[src/rtl/isa_pkg.sv]
// Shared ISA definitions for the 16-bit pipeline: opcodes, instruction field
// positions, immediate sign extension and the ID/EX bubble value.
package isa_pkg;

  localparam int NREG = 16;

  localparam logic [3:0] OP_NOP  = 4'h0;
  localparam logic [3:0] OP_ADD  = 4'h1;
  localparam logic [3:0] OP_SUB  = 4'h2;
  localparam logic [3:0] OP_AND  = 4'h3;
  localparam logic [3:0] OP_OR   = 4'h4;
  localparam logic [3:0] OP_ADDI = 4'h5;
  localparam logic [3:0] OP_LW   = 4'h6;
  localparam logic [3:0] OP_SW   = 4'h7;
  localparam logic [3:0] OP_BEQ  = 4'h8;
  localparam logic [3:0] OP_JMP  = 4'h9;

  localparam int OP_MSB = 15;
  localparam int OP_LSB = 12;
  localparam int RA_MSB = 11;
  localparam int RA_LSB = 8;
  localparam int RB_MSB = 7;
  localparam int RB_LSB = 4;
  localparam int RC_MSB = 3;
  localparam int RC_LSB = 0;

  typedef struct packed {
    logic [3:0]  op;
    logic [3:0]  rd;
    logic [15:0] a;
    logic [15:0] b;
    logic [15:0] imm;
    logic [15:0] pc;
    logic        wr_en;
    logic        mem_rd;
    logic        mem_wr;
  } idex_t;

  localparam idex_t IDEX_BUBBLE = '0;

  function automatic logic [15:0] sext4(input logic [3:0] v);
    return {{12{v[3]}}, v};
  endfunction

  function automatic logic [15:0] sext12(input logic [11:0] v);
    return {{4{v[11]}}, v};
  endfunction

endpackage

[src/rtl/id_stage_if.sv]
// ID/EX pipeline payload bundle: the decode stage drives it (master), the
// execute stage consumes it (slave).
interface id_stage_if;
  logic [3:0]  idex_op;
  logic [3:0]  idex_rd;
  logic [15:0] idex_a;
  logic [15:0] idex_b;
  logic [15:0] idex_imm;
  logic [15:0] idex_pc;
  logic        idex_wr_en;
  logic        idex_mem_rd;
  logic        idex_mem_wr;

  modport master (
    output idex_op, idex_rd, idex_a, idex_b, idex_imm, idex_pc,
           idex_wr_en, idex_mem_rd, idex_mem_wr
  );

  modport slave (
    input idex_op, idex_rd, idex_a, idex_b, idex_imm, idex_pc,
          idex_wr_en, idex_mem_rd, idex_mem_wr
  );
endinterface

[src/rtl/id_stage_regfile16.sv]
// regfile16: 16x16 register file, two asynchronous read ports, one synchronous
// write port. R0 is hard zero. ID_WB_BYPASS_EN forwards the write data to reads.
module regfile16 #(
  parameter int NREG = 16
) (
  input  logic             clk,
  input  logic             rst,
  input  logic [1:0][3:0]  rd_addr,
  output logic [1:0][15:0] rd_data,
  input  logic             wr_en,
  input  logic [3:0]       wr_addr,
  input  logic [15:0]      wr_data
);

  logic [15:0] mem [NREG];

  always_ff @(posedge clk) begin
    if (rst) begin
      for (int i = 0; i < NREG; i++) begin
        mem[i] <= '0;
      end
    end else if (wr_en && wr_addr != 4'd0) begin
      mem[wr_addr] <= wr_data;
    end
  end

  genvar gi;
  generate
    for (gi = 0; gi < 2; gi++) begin : g_rd
      logic hit;
`ifdef ID_WB_BYPASS_EN
      assign hit = wr_en && (wr_addr == rd_addr[gi]);
`else
      assign hit = 1'b0;
`endif
      assign rd_data[gi] = (rd_addr[gi] == 4'd0) ? 16'd0 :
                           hit                   ? wr_data :
                                                   mem[rd_addr[gi]];
    end
  endgenerate

endmodule

[src/rtl/id_stage.sv]
// id_stage: decode, register read, branch/jump resolution and hazard detection,
// registering into ID/EX. Optional feature macro: ID_WB_BYPASS_EN.
import isa_pkg::*;

module id_stage #(
  parameter int NREG = isa_pkg::NREG
) (
  input  logic        clk,
  input  logic        rst,
  input  logic [15:0] inst_in,
  input  logic [15:0] pc_in,
  input  logic        wb_en,
  input  logic [3:0]  wb_addr,
  input  logic [15:0] wb_data,
  input  logic        mem_wr_en,
  input  logic [3:0]  mem_rd,
  output logic        pc_enable,
  output logic        if_id_hold,
  output logic        flush,
  output logic        branch_selector,
  output logic [15:0] jmp_result,
  id_stage_if.master  idex,
  output logic        illegal
);

  logic [3:0] op, ra, rb, rc;
  assign op = inst_in[OP_MSB:OP_LSB];
  assign ra = inst_in[RA_MSB:RA_LSB];
  assign rb = inst_in[RB_MSB:RB_LSB];
  assign rc = inst_in[RC_MSB:RC_LSB];

  logic       use_1, use_2, is_illegal, is_beq, is_jmp;
  logic [3:0] src_2;

  // Port 0 always reads rb; port 1 reads rc for ALU ops and ra otherwise.
  always_comb begin
    use_1      = 1'b0;
    use_2      = 1'b0;
    src_2      = ra;
    is_illegal = 1'b0;
    case (op)
      OP_ADD, OP_SUB, OP_AND, OP_OR: begin
        use_1 = 1'b1;
        use_2 = 1'b1;
        src_2 = rc;
      end
      OP_ADDI, OP_LW: use_1 = 1'b1;
      OP_SW, OP_BEQ: begin
        use_1 = 1'b1;
        use_2 = 1'b1;
      end
      OP_NOP, OP_JMP: ;
      default: is_illegal = 1'b1;
    endcase
  end

  assign is_beq = (op == OP_BEQ);
  assign is_jmp = (op == OP_JMP);

  logic [1:0][3:0]  rd_addr;
  logic [1:0][15:0] rd_data;
  assign rd_addr = {src_2, rb};

  regfile16 #(.NREG(NREG)) u_regfile (
    .clk     (clk),
    .rst     (rst),
    .rd_addr (rd_addr),
    .rd_data (rd_data),
    .wr_en   (wb_en),
    .wr_addr (wb_addr),
    .wr_data (wb_data)
  );

  idex_t dec;

  always_comb begin
    dec = IDEX_BUBBLE;
    if (op != OP_NOP && !is_illegal) begin
      dec.op = op;
      dec.pc = pc_in;
      if (use_1) dec.a = rd_data[0];
      if (use_2) dec.b = rd_data[1];
      case (op)
        OP_ADD, OP_SUB, OP_AND, OP_OR: begin
          dec.rd    = ra;
          dec.wr_en = 1'b1;
        end
        OP_ADDI: begin
          dec.rd    = ra;
          dec.wr_en = 1'b1;
          dec.imm   = sext4(rc);
        end
        OP_LW: begin
          dec.rd     = ra;
          dec.wr_en  = 1'b1;
          dec.mem_rd = 1'b1;
          dec.imm    = sext4(rc);
        end
        OP_SW: begin
          dec.mem_wr = 1'b1;
          dec.imm    = sext4(rc);
        end
        OP_BEQ:  dec.imm = sext4(rc);
        OP_JMP:  dec.imm = sext12(inst_in[11:0]);
        default: ;
      endcase
    end
  end

  function automatic logic src_hit(input logic [3:0] r, input logic u1, input logic u2,
                                   input logic [3:0] s1, input logic [3:0] s2);
    return (r != 4'd0) && ((u1 && s1 == r) || (u2 && s2 == r));
  endfunction

  idex_t idex_reg, idex_next;
  logic  illegal_reg;

  logic hit_ex, hit_mem, load_use, branch_stall, wb_stall, stall, taken;
  logic [15:0] target;

  assign hit_ex  = src_hit(idex_reg.rd, use_1, use_2, rb, src_2);
  assign hit_mem = src_hit(mem_rd, use_1, use_2, rb, src_2);

  assign load_use     = idex_reg.mem_rd && (idex_reg.rd != 4'd0) && hit_ex;
  assign branch_stall = is_beq && ((idex_reg.wr_en && hit_ex) || (mem_wr_en && hit_mem));

  // Without the bypass, a source being written back this cycle would read stale data.
`ifdef ID_WB_BYPASS_EN
  assign wb_stall = 1'b0;
`else
  assign wb_stall = wb_en && src_hit(wb_addr, use_1, use_2, rb, src_2);
`endif

  assign stall  = !rst && (load_use || branch_stall || wb_stall);
  assign taken  = !rst && !stall && (is_jmp || (is_beq && (rd_data[0] == rd_data[1])));
  assign target = pc_in + ((is_jmp ? sext12(inst_in[11:0]) : sext4(rc)) << 1);

  assign pc_enable       = !stall;
  assign if_id_hold      = stall;
  assign flush           = taken;
  assign branch_selector = taken;
  assign jmp_result      = taken ? target : 16'd0;

  always_comb begin
    idex_next = dec;
    if (stall) begin
      idex_next = IDEX_BUBBLE;
    end else if (taken) begin
      idex_next.wr_en  = 1'b0;
      idex_next.mem_rd = 1'b0;
      idex_next.mem_wr = 1'b0;
    end
  end

  always_ff @(posedge clk) begin
    if (rst) begin
      idex_reg    <= IDEX_BUBBLE;
      illegal_reg <= 1'b0;
    end else begin
      idex_reg    <= idex_next;
      illegal_reg <= is_illegal;
    end
  end

  assign idex.idex_op     = idex_reg.op;
  assign idex.idex_rd     = idex_reg.rd;
  assign idex.idex_a      = idex_reg.a;
  assign idex.idex_b      = idex_reg.b;
  assign idex.idex_imm    = idex_reg.imm;
  assign idex.idex_pc     = idex_reg.pc;
  assign idex.idex_wr_en  = idex_reg.wr_en;
  assign idex.idex_mem_rd = idex_reg.mem_rd;
  assign idex.idex_mem_wr = idex_reg.mem_wr;
  assign illegal          = illegal_reg;

endmodule

[src/flat_wrapper.sv]
// flat-port wrapper written by rule: the top's interface ports become plain ports
module id_stage_flat 
#(
  parameter int NREG = isa_pkg::NREG
)
  (clk, rst, inst_in, pc_in, wb_en, wb_addr, wb_data, mem_wr_en, mem_rd, pc_enable, if_id_hold, flush, branch_selector, jmp_result, illegal, idex_idex_op, idex_idex_rd, idex_idex_a, idex_idex_b, idex_idex_imm, idex_idex_pc, idex_idex_wr_en, idex_idex_mem_rd, idex_idex_mem_wr);
  id_stage_if idex_i ();
  input  logic clk;
  input  logic rst;
  input  logic [15:0] inst_in;
  input  logic [15:0] pc_in;
  input  logic wb_en;
  input  logic [3:0] wb_addr;
  input  logic [15:0] wb_data;
  input  logic mem_wr_en;
  input  logic [3:0] mem_rd;
  output logic pc_enable;
  output logic if_id_hold;
  output logic flush;
  output logic branch_selector;
  output logic [15:0] jmp_result;
  output logic illegal;
  output wire logic [$bits(idex_i.idex_op)-1:0] idex_idex_op;
  output wire logic [$bits(idex_i.idex_rd)-1:0] idex_idex_rd;
  output wire logic [$bits(idex_i.idex_a)-1:0] idex_idex_a;
  output wire logic [$bits(idex_i.idex_b)-1:0] idex_idex_b;
  output wire logic [$bits(idex_i.idex_imm)-1:0] idex_idex_imm;
  output wire logic [$bits(idex_i.idex_pc)-1:0] idex_idex_pc;
  output wire logic [$bits(idex_i.idex_wr_en)-1:0] idex_idex_wr_en;
  output wire logic [$bits(idex_i.idex_mem_rd)-1:0] idex_idex_mem_rd;
  output wire logic [$bits(idex_i.idex_mem_wr)-1:0] idex_idex_mem_wr;
  assign idex_idex_op = idex_i.idex_op;
  assign idex_idex_rd = idex_i.idex_rd;
  assign idex_idex_a = idex_i.idex_a;
  assign idex_idex_b = idex_i.idex_b;
  assign idex_idex_imm = idex_i.idex_imm;
  assign idex_idex_pc = idex_i.idex_pc;
  assign idex_idex_wr_en = idex_i.idex_wr_en;
  assign idex_idex_mem_rd = idex_i.idex_mem_rd;
  assign idex_idex_mem_wr = idex_i.idex_mem_wr;
  id_stage #(.NREG(NREG)) u_core (.clk(clk), .rst(rst), .inst_in(inst_in), .pc_in(pc_in), .wb_en(wb_en), .wb_addr(wb_addr), .wb_data(wb_data), .mem_wr_en(mem_wr_en), .mem_rd(mem_rd), .pc_enable(pc_enable), .if_id_hold(if_id_hold), .flush(flush), .branch_selector(branch_selector), .jmp_result(jmp_result), .idex(idex_i), .illegal(illegal));
endmodule
[config.mk]
export PLATFORM = sky130hd
export DESIGN_NAME = id_stage_flat
export DESIGN_NICKNAME = d
export VERILOG_FILES = /design/src/rtl/isa_pkg.sv /design/src/rtl/id_stage_if.sv /design/src/rtl/id_stage_regfile16.sv /design/src/rtl/id_stage.sv /design/src/flat_wrapper.sv
export SDC_FILE = /design/constraint.sdc
export NUM_CORES = 1
export LEC_CHECK = 0
export ABC_AREA = 1
export CAP_MARGIN = 20
export CORE_MARGIN = 2
export CORE_UTILIZATION = 35
export DETAILED_ROUTE_END_ITERATION = 8
export PLACE_DENSITY = 0.52
export SYNTH_ARGS = -nofsm -noshare
export SYNTH_HDL_FRONTEND = slang
export SYNTH_SLANG_ARGS = --single-unit
export TNS_END_PERCENT = 30
[constraint.sdc]
create_clock -name clk -period 4.1 [get_ports clk]
set_input_delay 0.82 -clock clk [delete_from_list [all_inputs] [get_ports clk]]
set_output_delay 0.82 -clock clk [all_outputs]
set_load 0.005 [all_outputs]
==> results of run 1 <==
-- layout make-up --
cell class	instances	area share [%]
clock buffers	49	4.54
repair buffers	479	19.3
multi-input cells	1569	31.6
well taps	672	3.48
clock inverters	25	0.694
flip-flops and latches	328	37.8
inverters	166	2.64
-- worst max path at each step --
stage,to,slack [ps]
after floorplan,jmp_result[13],200
after global routing,jmp_result[13],-410
after global placement,jmp_result[5],-1130
after detailed placement,jmp_result[15],-1160
final,jmp_result[13],-260
after CTS,jmp_result[15],-770
-- cells in the mapped netlist (2+ instances only) --
cell type	number
o21ai_1	11
inv_1	148
nor2_2	11
nand3_1	197
xor2_1	18
o21ai_0	166
buf_1	3
a21oi_1	86
nor3_1	5
o22ai_1	16
nand2_1	495
edfxtp_1	256
clkbuf_1	71
ha_1	14
nand3b_1	9
nand2_2	9
nor2_1	437
dfxtp_1	72
o221ai_1	12
nand4_1	5
xnor2_1	6
o21ai_2	3
nor2_4	3
a21o_1	2
o41ai_1	4
a31oi_1	3
o211ai_1	28
nand2_4	3
buf_2	50
buf_6	3
inv_2	16
buf_4	15
-- worst max-delay path: cells and delay by family --
kind | cells | cell delay (ps)
and+or+nand+nor | 15 | 1620
buffers and inverters | 6 | 720
AOI/OAI and AO/OA | 3 | 360
-- cell usage in the layout, fill, tap and decap left out, types with 7 or more instances in the layout --
cell type        instances
a21oi_1                 82
buf_12                  39
buf_4                  260
buf_6                   17
clkbuf_16               49
clkbuf_2                12
clkdlybuf4s50_1        122
clkinv_1                 8
clkinv_2                 7
conb_1                  16
dfxtp_1                 72
dlymetal6s2s_1          10
edfxtp_1               256
ha_1                    13
inv_1                  142
inv_2                   18
nand2_1                472
nand2_2                 18
nand2_4                 10
nand2_8                  9
nand3_1                180
nand3_2                 14
nand3b_1                 9
nor2_1                 423
nor2_2                  15
nor2_4                  13
o211ai_1                28
o21ai_0                164
o21ai_1                 10
o221ai_1                12
o22ai_1                 16
xor2_1                  18
-- cell families (layout without fill, tap and decap cells) --
kind of cell / Yosys count / count (layout) / share of synthesized area (%)
other cells: 1 / 16 / 0.0214
flops: 328 / 328 / 52.1
fa+ha+maj: 15 / 15 / 1.11
compound gates: 333 / 333 / 10.6
xor+xnor: 24 / 24 / 1.20
buf+inv: 309 / 719 / 7.44
simple gates: 1179 / 1181 / 27.6
-- power groups by stage --
stage	Clock, mW	Combinational [mW]	Sequential, mW
6_report	3.46	2.13	3.88
5_1_grt	3.62	2.30	3.89
4_1_cts	3.51	1.92	3.87
3_5_place_dp	0	1.87	3.94
3_3_place_gp	0	1.86	3.94
2_1_floorplan	0	0.927	3.91
-- through the flow --
step | hold WS [ps] | utilization [%]
after detailed placement | 851 | 43.8
after global routing | 563 | 48.6
after global placement | 830 | 43.8
after CTS | 753 | 46.7
final | 554 | 48.6
after floorplan | 654 | -
-- layer usage --
layer	GRT usage [%]	wire length (µm)
met5	0	0
met4	10.6	2510
met3	3.94	5900
met2	42.8	33100
met1	34.7	29700
-- timing repair --
| item | 4_1_cts | 5_1_grt |
|---|---|---|
| setup buffers | 8 | 33 |
| gates resized for setup | 20 | 190 |
| pin swaps | 6 | 47 |
| endpoints found under the setup margin | 20 | 20 |
| gates cloned | 3 | 9 |
==> reports/results.env, run 1 <==
SYN_TO_FINAL_GROWTH_PCT=37.9
DRT-VIAS-PER-INSTANCE=5.28
SETUP.WORST_PATH.END_CLASS='output port'
POWER.STATIC_LEAKAGE_nW=10.4
R2R_CELLS=13
SYNTH-SEQ-CELLS=328
GR-TOTAL-OVERFLOW=0
REMAINING_DRC_ERRORS=0
CTS.REPORTEDPATHS.CLKPINSLEW_PS=50
DR.FIRST_ITER.DRC_COUNT=2165
FINISH.CELL_COUNT_WITHOUT_FILLERS=3288
PORT-BUFFER-COUNT=155
WHS_ENDPOINT='u_core.idex.idex_pc[1]$_SDFF_PP0_'
TIGHTEST_SLEW_PS=833
SYNTHESIS.INSTANCES=2189
TRITONCTS='done'
LAYOUT-DRIVE-GT1-SHARE_PCT=20.2
COMBINED_AREA_OF_THE_MULTI_INPUT_LOGIC_CELLS_UM2=7630
SYNTH_ENABLE_FLOP_CELLS=256
RR_ENDPOINT='u_core.idex.idex_b[10]$_SDFF_PP0_'
SETUP_SLACK_PS=-261
LARGEST-REGISTER='u_core.u_regfile.mem'
R2R-START='u_core.idex.idex_rd[3]$_SDFF_PP0_'
DR.PASS1.ITERS=6
SYNTH.LARGEST_AREA_CELL='edfxtp_1'
ANTENNA_FOUND_INITIAL=0
FIN_NETS=2659
DIE_W_UM=228
GPL_WTD_CONG=0.929
POWERDENSITY_nW_PER_UM2=392
SYNTH.AVG_CELL_AREA_UM2=8.01
SEQ_AREA_UM2=9130
YS_WARN_COUNT=0
VDD.IR_DROP.WORST_V=0.000274
CP_DATA_REQUIRED_TIME_PS=3280
WORST-ENDPOINT-ARRIVAL_PS=3540
CORE_AR_UM2=49800
GRT_FIRST_PASS_WIRELENGTH_MM=102
INSERTEDDIODECOUNT=0
FINAL_HOLD_VIOL_COUNT=0
FINALPOWER_mW=9.47
TIMING.CRITICAL_PATH.SLOWEST_CELL_DELAY_PS=210
POWER_FRAC_COMB_PCT=22.5
FLOORPLAN.IO_PINS=156
ANT_NETS=0
FIN_CRIT_PS=4360
TIMING.CRITICAL_PATH.FROM_TYPE='primary input'
SYNTH-SEQ-AREA-SHARE_PCT=52.1
CP_MAX_FO=7
CLK_PATH_BUF_DEPTH=3
P_SW_SHARE_PCT=29.7
LAUNCH_POINT_OF_THE_CRITICAL_PATH='inst_in[12]'
WL_PER_CELL_UM=21.6
HOLD_PATH.STARTPOINT='pc_in[1]'
DETAILEDPLACE.WORSTSLACK_PS=-1160
WORST_HOLD_PATH_TYPE='in2reg'
REPORT.FINAL.SETUP_VIOL=20
DIEHEIGHT_UM=228
CRITICAL_PATH.CELL_CHAIN='buf_8 -> nor2_4 -> nand2_8 -> nand2_8 -> nand2_4 -> o21ai_4 -> buf_12 -> buf_6 -> o21ai_0 -> o21ai_1 -> nand2_1 -> nand2_1 -> inv_2 -> nand3b_1 -> nand2_1 -> nor2_1 -> nand2_1 -> nor2_2 -> nand2_4 -> nand2_8 -> buf_6 -> nand2_8 -> nor2_4 -> clkbuf_2'
FINALCLOCKSKEW_PS=26.0
POWER_REPORT.INTERNAL_TOTAL_mW=6.66
POST_PLACEMENT_CELL_COUNT=3163
ROWS=82
CTSHOLDBUFFERS=0
NETLIST_TOP_CELLS_AREA='edfxtp_1 (44%), nand2_1 (11%), nor2_1 (9.4%)'
YS_ASYNC_SR_FRACTION_PCT=0
REG2REG_SETUP_SLACK_PS=1680
TOTALWIRELENGTH_MM=71.1
POWER_FRAC_CLOCK_PCT=36.5
TOTAL_SWITCHING_POWER_mW=2.81
CRITPATHSLOWESTCELL='nor2_4'
CTS_ROOT_BUFFER='clkbuf_16'
DETAILROUTE.VIA_COUNT=17400
TIMING.MAX_CAP.VIOLATIONS=0
GRT_UTIL_ALL_LAYERS_PCT=26.1
SYNTH.LIB_CELLS_USED.DISTINCT=44
FAILING_CHECKS='negative setup slack'
NETLIST.AREA_LEADER.SHARE_PCT=43.9
TIMING.FMAX_GHz=0.229
GRT_MAX_DEGREE=40
PLACE.DETAILED.HPWL_MM=47.9
FIRST_GLOBAL_VIAS=16700
FINALCRITPERIODSHARE_PCT=106
LARGEST_REG_FLOPS=256
RUN_STATUS='complete, but fails checks'
CLOCK_LATENCY_ON_THE_WORST_SKEW_PAIR_PS=590
HTREE_LEVELS=2
DRV_SLEW=0
MAX-SLEW-MARGIN-REL_PCT=44.4
MIN_DELAY_PATH_DEPTH=3
SETUP_REPAIR_AFTER_GLOBAL_ROUTING_MISSED_ITS_MARGIN='true'
RELATIVE_CONTRIBUTION_OF_SEQUENTIAL_CELLS_TO_TOTAL_POWER_PCT=40.9
MAPPEDNETLISTAREA_UM2=17500
START_UTIL_PCT=35.2
NUMBER_OF_BUFFERS_CREATED_BY_CTS=40
PLACE_AREA_UM2=21800
DIEAREA_UM2=51900
NFILLCELLS=4849
STDCELL_AREA_UM2=24200
TRITONCTS_NUM_SINKS=328
SYNTH_FLOP_CELL='edfxtp_1'
TOTAL_NEG_SETUP_SLACK_PS=-3330
SETUP.WORST_PATH.CLASS='in2out'
Power figures use the tool's default switching activity.
==> run 2, diff against run 1 <==
--- a/config.mk
+++ b/config.mk
@@ -6,11 +6,13 @@
 export NUM_CORES = 1
 export LEC_CHECK = 0
 export ABC_AREA = 1
+export ABC_CLOCK_PERIOD_IN_PS = 4100
 export CAP_MARGIN = 20
 export CORE_MARGIN = 2
 export CORE_UTILIZATION = 35
+export CTS_BUF_LIST = sky130_fd_sc_hd__clkbuf_4 sky130_fd_sc_hd__clkbuf_8
 export DETAILED_ROUTE_END_ITERATION = 8
-export PLACE_DENSITY = 0.52
+export PLACE_DENSITY = 0.63
 export SYNTH_ARGS = -nofsm -noshare
 export SYNTH_HDL_FRONTEND = slang
 export SYNTH_SLANG_ARGS = --single-unit
==> run 2 against run 1 <==
Against the previous run: the run still ends with negative setup slack left; clock power rose by 3%; sequential share of layout area fell by 1.1 points; via count rose by 2.8%; global-route usage rose by 0.60 points; largest power group unchanged; highest routed layer unchanged.
==> reports/results.env, run 2 (synthesis gave the netlist of run 1 again) <==
RUN_STATUS='complete, but fails checks'
FAILING_CHECKS='negative setup slack'
MAX-SLEW-MARGIN-REL_PCT=28.1
WL_PER_CELL_UM=21.3
PORT-BUFFER-COUNT=155
FINISH.CELL_COUNT_WITHOUT_FILLERS=3359
TIMING.FMAX_GHz=0.215
DR.FIRST_ITER.DRC_COUNT=1994
TIMING.MAX_CAP.VIOLATIONS=0
HOLD_SLACK_PS=466
FIRST_GLOBAL_VIAS=17600
GR-TOTAL-OVERFLOW=0
SETUP_REPAIR_AFTER_GLOBAL_ROUTING_MISSED_ITS_MARGIN='true'
DR.PASS1.ITERS=6
FINAL_CELL_MIX='nand2_1 (462), nor2_1 (425), buf_4 (275), edfxtp_1 (256), o21ai_0 (163)'
ANTENNA_FOUND_INITIAL=0
CP_MAX_FO=8
GPL_WTD_CONG=0.937
POWERDENSITY_nW_PER_UM2=391
PLACE.DETAILED.HPWL_MM=47.1
CORE_AR_UM2=49800
HTREE_LEVELS=2
SYN_TO_FINAL_GROWTH_PCT=41.9
SETUP.WORST_PATH.CLASS='in2out'
LAYOUT.CELLS.MOST_COMMON='nand2_1'
WORST_HOLD_PATH_TYPE='in2reg'
ROWS=82
POST_PLACEMENT_CELL_COUNT=3176
START_UTIL_PCT=35.2
CTS.REPORTEDPATHS.CLKPINSLEW_PS=70
TRITONCTS_NUM_SINKS=328
DRV_SLEW=0
WORST-ENDPOINT-ARRIVAL_PS=3840
FLOORPLAN.IO_PINS=156
DIEAREA_UM2=51900
LARGEST_REG_FLOPS=256
SETUP_SLACK_PS=-556
REPORT.FINAL.SETUP_VIOL=18
FINAL_HOLD_VIOL_COUNT=0
GRT_FIRST_PASS_WIRELENGTH_MM=106
TIMING.CRITICAL_PATH.SLOWEST_CELL_DELAY_PS=220
TIGHTEST_SLEW_PS=1080
INSERTEDDIODECOUNT=0
LAYOUT-DRIVE-GT1-SHARE_PCT=24.3
LARGEST-REGISTER='u_core.u_regfile.mem'
GRT_UTIL_ALL_LAYERS_PCT=26.8
SETUP.WORST_PATH.END_CLASS='output port'
CRITPATHSLOWESTCELL='nor2_4'
DIE_W_UM=228
CLK_PATH_BUF_DEPTH=3
VDD.IR_DROP.WORST_V=0.000262
TRITONCTS='done'
POWER.STATIC_LEAKAGE_nW=10.8
DETAILROUTE.VIA_COUNT=17800
DETAILEDPLACE.WORSTSLACK_PS=-1170
DRT-VIAS-PER-INSTANCE=5.31
CP_DATA_REQUIRED_TIME_PS=3280
FINALPOWER_mW=9.72
CPMOSTUSEDCELL='buf_6'
FINALCLOCKSKEW_PS=23.3
FIN_NETS=2712
ANT_NETS=0
CLOCK_LATENCY_ON_THE_WORST_SKEW_PAIR_PS=680
FIN_CRIT_PS=4660
TIMING.CRITICAL_PATH.FROM_TYPE='primary input'
TOTALWIRELENGTH_MM=71.4
REMAINING_DRC_ERRORS=0
NUMBER_OF_BUFFERS_CREATED_BY_CTS=58
CTSHOLDBUFFERS=0
DIEHEIGHT_UM=228
CTS_ROOT_BUFFER='clkbuf_8'
FINALCRITPERIODSHARE_PCT=114
GRT_MAX_DEGREE=31
==> run 2: cell count changes in the layout (fill, tap and decap cells not counted), moves of 9 or more <==
cell	previous run	this run
nand2_1	472	462
nand3_2	14	35
nand3_1	180	158
clkbuf_8	2	80
buf_4	260	275
dlymetal6s2s_1	10	0
clkbuf_16	49	2
clkbuf_4	0	20
dlygate4sd2_1	0	9
nand2_2	18	27
==> run 2: path summary, 6_finish.rpt <==
check | start | to | slack (ps) | cells after the start
setup / recovery | inst_in[12] | jmp_result[13] | -560 | 27
hold / removal | inst_in[15] | u_core.illegal$_SDFF_PP0_ | 470 | 3
setup reg to reg | u_core.u_regfile.mem[8][0]$_SDFFCE_PN0P_ | u_core.idex.idex_mem_rd$_SDFF_PP0_ | 1730 | 16
hold reg to reg | u_core.u_regfile.mem[14][3]$_SDFFCE_PN0P_ | u_core.idex.idex_b[3]$_SDFF_PP0_ | 880 | 6
==> run 2: cell type report <==
class | instances | area [µm²]
clock inverter | 10 | 136
inverter | 166 | 644
tap | 672 | 841
sequential | 328 | 9130
fill | 4628 | 24900
timing repair buffer | 513 | 5090
multi-input combinational | 1570 | 7780
clock buffer | 100 | 1250
==> run 2: worst max-delay path, delay by kind of cell <==
family / cells / cell delay (ps)
buffers and inverters: 11 / 1240
AOI/OAI and AO/OA: 1 / 60
and+or+nand+nor: 15 / 1660
==> run 2: timing repair <==
item	in CTS	in global routing
setup buffers	40	19
endpoints found under the setup margin	20	19
pin swaps	45	22
resized for setup	231	63
gates cloned	17	2
==> run 2: where the power goes <==
group	switching, mW	leakage, nW	internal (mW)
clock network	1.47	0.740	2.10
logic	1.28	6.98	0.985
registers	0.0960	3.03	3.78
==> run 2: per-stage QoR <==
step	cell area (µm²)	TNS [ps]	utilization, %
2_1_floorplan	17600	0	-
3_3_place_gp	21800	-23010	43.9
3_5_place_dp	21800	-28770	43.9
4_1_cts	24700	-4670	49.6
5_1_grt	24900	-7090	50.0
6_report	24900	-4980	50.0
==> run 2: layer usage <==
| metal | wire length [µm] | GRT usage, % | up-vias |
|---|---|---|---|
| met3 | 7250 | 4.86 | 201 |
| met1 | 28700 | 34.6 | 8403 |
| met2 | 32000 | 43.0 | 1084 |
| met5 | 0 | 0 | - |
| met4 | 3560 | 13.7 | 0 |
| li1 | - | - | 8144 |
==> run 3, diff against run 2 <==
--- a/config.mk
+++ b/config.mk
@@ -13,6 +13,7 @@
 export CTS_BUF_LIST = sky130_fd_sc_hd__clkbuf_4 sky130_fd_sc_hd__clkbuf_8
 export DETAILED_ROUTE_END_ITERATION = 8
 export PLACE_DENSITY = 0.63
+export REMOVE_ABC_BUFFERS = 1
 export SYNTH_ARGS = -nofsm -noshare
 export SYNTH_HDL_FRONTEND = slang
 export SYNTH_SLANG_ARGS = --single-unit
==> run 3 against run 2 <==
Against the previous run: the run still ends with negative setup slack left; worst setup slack better by 170 ps; clock skew up 33 ps; fmax up 3.8%; sequential cell count unchanged; clock power down 11%.
==> reports/results.env, run 3 (synthesis gave the netlist of run 1 again) <==
RUN_STATUS='complete, but fails checks'
FAILING_CHECKS='negative setup slack'
WORST_HOLD_PATH_TYPE='in2reg'
ANTENNA_FOUND_INITIAL=3
WORST-ENDPOINT-ARRIVAL_PS=3660
MIN_DELAY_PATH_DEPTH=3
FINALCLOCKSKEW_PS=56.3
WL_PER_CELL_UM=20.4
FLOORPLAN.IO_PINS=156
CP_MAX_FO=12
GRT_UTIL_ALL_LAYERS_PCT=24.9
TIMING.MAX_CAP.VIOLATIONS=0
SETUP_REPAIR_AFTER_GLOBAL_ROUTING_MISSED_ITS_MARGIN='true'
FINAL_CELL_MIX='nand2_1 (471), nor2_1 (428), edfxtp_1 (256), buf_4 (246), nand3_1 (176)'
DIEHEIGHT_UM=228
R2R-START='u_core.u_regfile.mem[12][3]$_SDFFCE_PN0P_'
CTS_ROOT_BUFFER='clkbuf_8'
ROWS=82
START_UTIL_PCT=35.2
PLACE.DETAILED.HPWL_MM=44.4
HOLD_PATH.STARTPOINT='inst_in[13]'
POST-ROUTE-UTIL_PCT=48.8
R2R_CELLS=18
SEQ_AREA_UM2=9130
NUMBER_OF_BUFFERS_CREATED_BY_CTS=57
GPL_WTD_CONG=0.961
SETUP_SLACK_PS=-384
TIMING.CRITICAL_PATH.FROM_TYPE='primary input'
FINAL_HOLD_VIOL_COUNT=0
PORT-BUFFER-COUNT=155
CORE_AR_UM2=49800
LARGEST-REGISTER='u_core.u_regfile.mem'
SYN_TO_FINAL_GROWTH_PCT=38.6
FIN_NETS=2679
DRV_SLEW=0
CLK_PATH_BUF_DEPTH=3
DIEAREA_UM2=51900
DRT-VIAS-PER-INSTANCE=5.36
TOTALWIRELENGTH_MM=68.0
CP_DATA_REQUIRED_TIME_PS=3280
LAYOUT-DRIVE-GT1-SHARE_PCT=21.8
COMBINED_AREA_OF_THE_MULTI_INPUT_LOGIC_CELLS_UM2=7620
RR_ENDPOINT='u_core.idex.idex_mem_wr$_SDFF_PP0_'
ANT_NETS=0
MAX-SLEW-MARGIN-REL_PCT=42.8
PLACE_AREA_UM2=21800
STDCELL_AREA_UM2=24300
LAYOUT.CELLS.MOST_COMMON='nand2_1'
FIRST_GLOBAL_VIAS=16800
HTREE_LEVELS=2
REG2REG_SETUP_SLACK_PS=1520
CTS.REPORTEDPATHS.CLKPINSLEW_PS=50
POWERDENSITY_nW_PER_UM2=380
GR-TOTAL-OVERFLOW=0
SETUP.WORST_PATH.CLASS='in2out'
TIMING.FMAX_GHz=0.223
TIGHTEST_SLEW_PS=858
DETAILROUTE.VIA_COUNT=17800
CLOCK_LATENCY_ON_THE_WORST_SKEW_PAIR_PS=690
DETAILEDPLACE.WORSTSLACK_PS=-1320
DIE_W_UM=228
SETUP.WORST_PATH.END_CLASS='output port'
POWER.STATIC_LEAKAGE_nW=10.4
NFILLCELLS=4604
FIN_CRIT_PS=4480
REPORT.FINAL.SETUP_VIOL=19
REMAINING_DRC_ERRORS=0
VDD.IR_DROP.WORST_V=0.000231
FINALCRITPERIODSHARE_PCT=109
TOTAL_NEG_SETUP_SLACK_PS=-5960
DR.FIRST_ITER.DRC_COUNT=2200
CTSHOLDBUFFERS=0
WHS_ENDPOINT='u_core.illegal$_SDFF_PP0_'
GRT_FIRST_PASS_WIRELENGTH_MM=99.0
LARGEST_REG_FLOPS=256
TRITONCTS_NUM_SINKS=328
TRITONCTS='done'
GRT_MAX_DEGREE=48
DR.PASS1.ITERS=6
run 3: per-layer routing:
metal	wire length, µm	vias to the layer above	part of all wire [%]	global-route usage (%)
met5	24	-	0.035	0
met4	3030	4	4.5	10.8
met3	7200	220	11	4.96
met2	30900	1181	46	40.4
met1	26800	8349	39	32.3
li1	-	8070	-	-
run 3: layout make-up:
class / count / share of cell area [%]
Antenna cell: 2 / 0.0206
Clock buffer: 90 / 4.64
Clock inverter: 16 / 0.402
Inverter: 166 / 2.65
Multi-Input combinational cell: 1569 / 31.4
Sequential cell: 328 / 37.6
Tap cell: 672 / 3.46
Timing Repair Buffer: 482 / 19.9
run 3: through the flow:
stage	hold WS [ps]	cells	power [mW]
2_1_floorplan	664	2061	4.77
3_3_place_gp	871	3155	5.75
3_5_place_dp	855	3155	5.77
4_1_cts	472	3304	9.11
5_1_grt	529	3323	9.56
6_report	513	3325	9.23
run 3: repair_timing:
action / 4_1_cts / 5_1_grt
pin swaps: 67 / 43
setup buffers: 35 / 15
gates resized for setup: 207 / 34
cloned: 9 / 5
endpoints found under the setup margin: 20 / 20
run 3: how the worst max path moves through the flow:
| stage | startpoint | end | slack, ps |
|---|---|---|---|
| 2_1_floorplan | inst_in[12] | jmp_result[0] | -1490 |
| 3_3_place_gp | inst_in[12] | jmp_result[1] | -1270 |
| 3_5_place_dp | inst_in[13] | jmp_result[1] | -1320 |
| 4_1_cts | pc_in[1] | jmp_result[13] | -280 |
| 5_1_grt | inst_in[15] | jmp_result[7] | -490 |
| 6_report | inst_in[15] | jmp_result[5] | -380 |
run 3: critical path, stage by stage:
cell and delay (ps):
buf_2 130, inv_4 80, nand2_2 70, nand2_4 90, buf_4 120, nand3_2 90, nand2_4 180, buf_12 170
clkbuf_16 180, nor2_1 80, o21ai_4 210, nand2_4 90, nand3_4 80, nand2_1 50, nand2_1 50, nand2_1 60
nor2_2 130, nand2_1 100, nor2_1 120, nand2_2 150, nand2_8 150, buf_6 130, nand2_8 80, nor2_2 110
buf_2 120
run 3: power breakdown:
group | switching [mW] | total [mW] | internal (mW)
sequential | 0.0922 | 3.87 | 3.78
clock | 1.43 | 3.18 | 1.75
combinational | 1.24 | 2.18 | 0.941
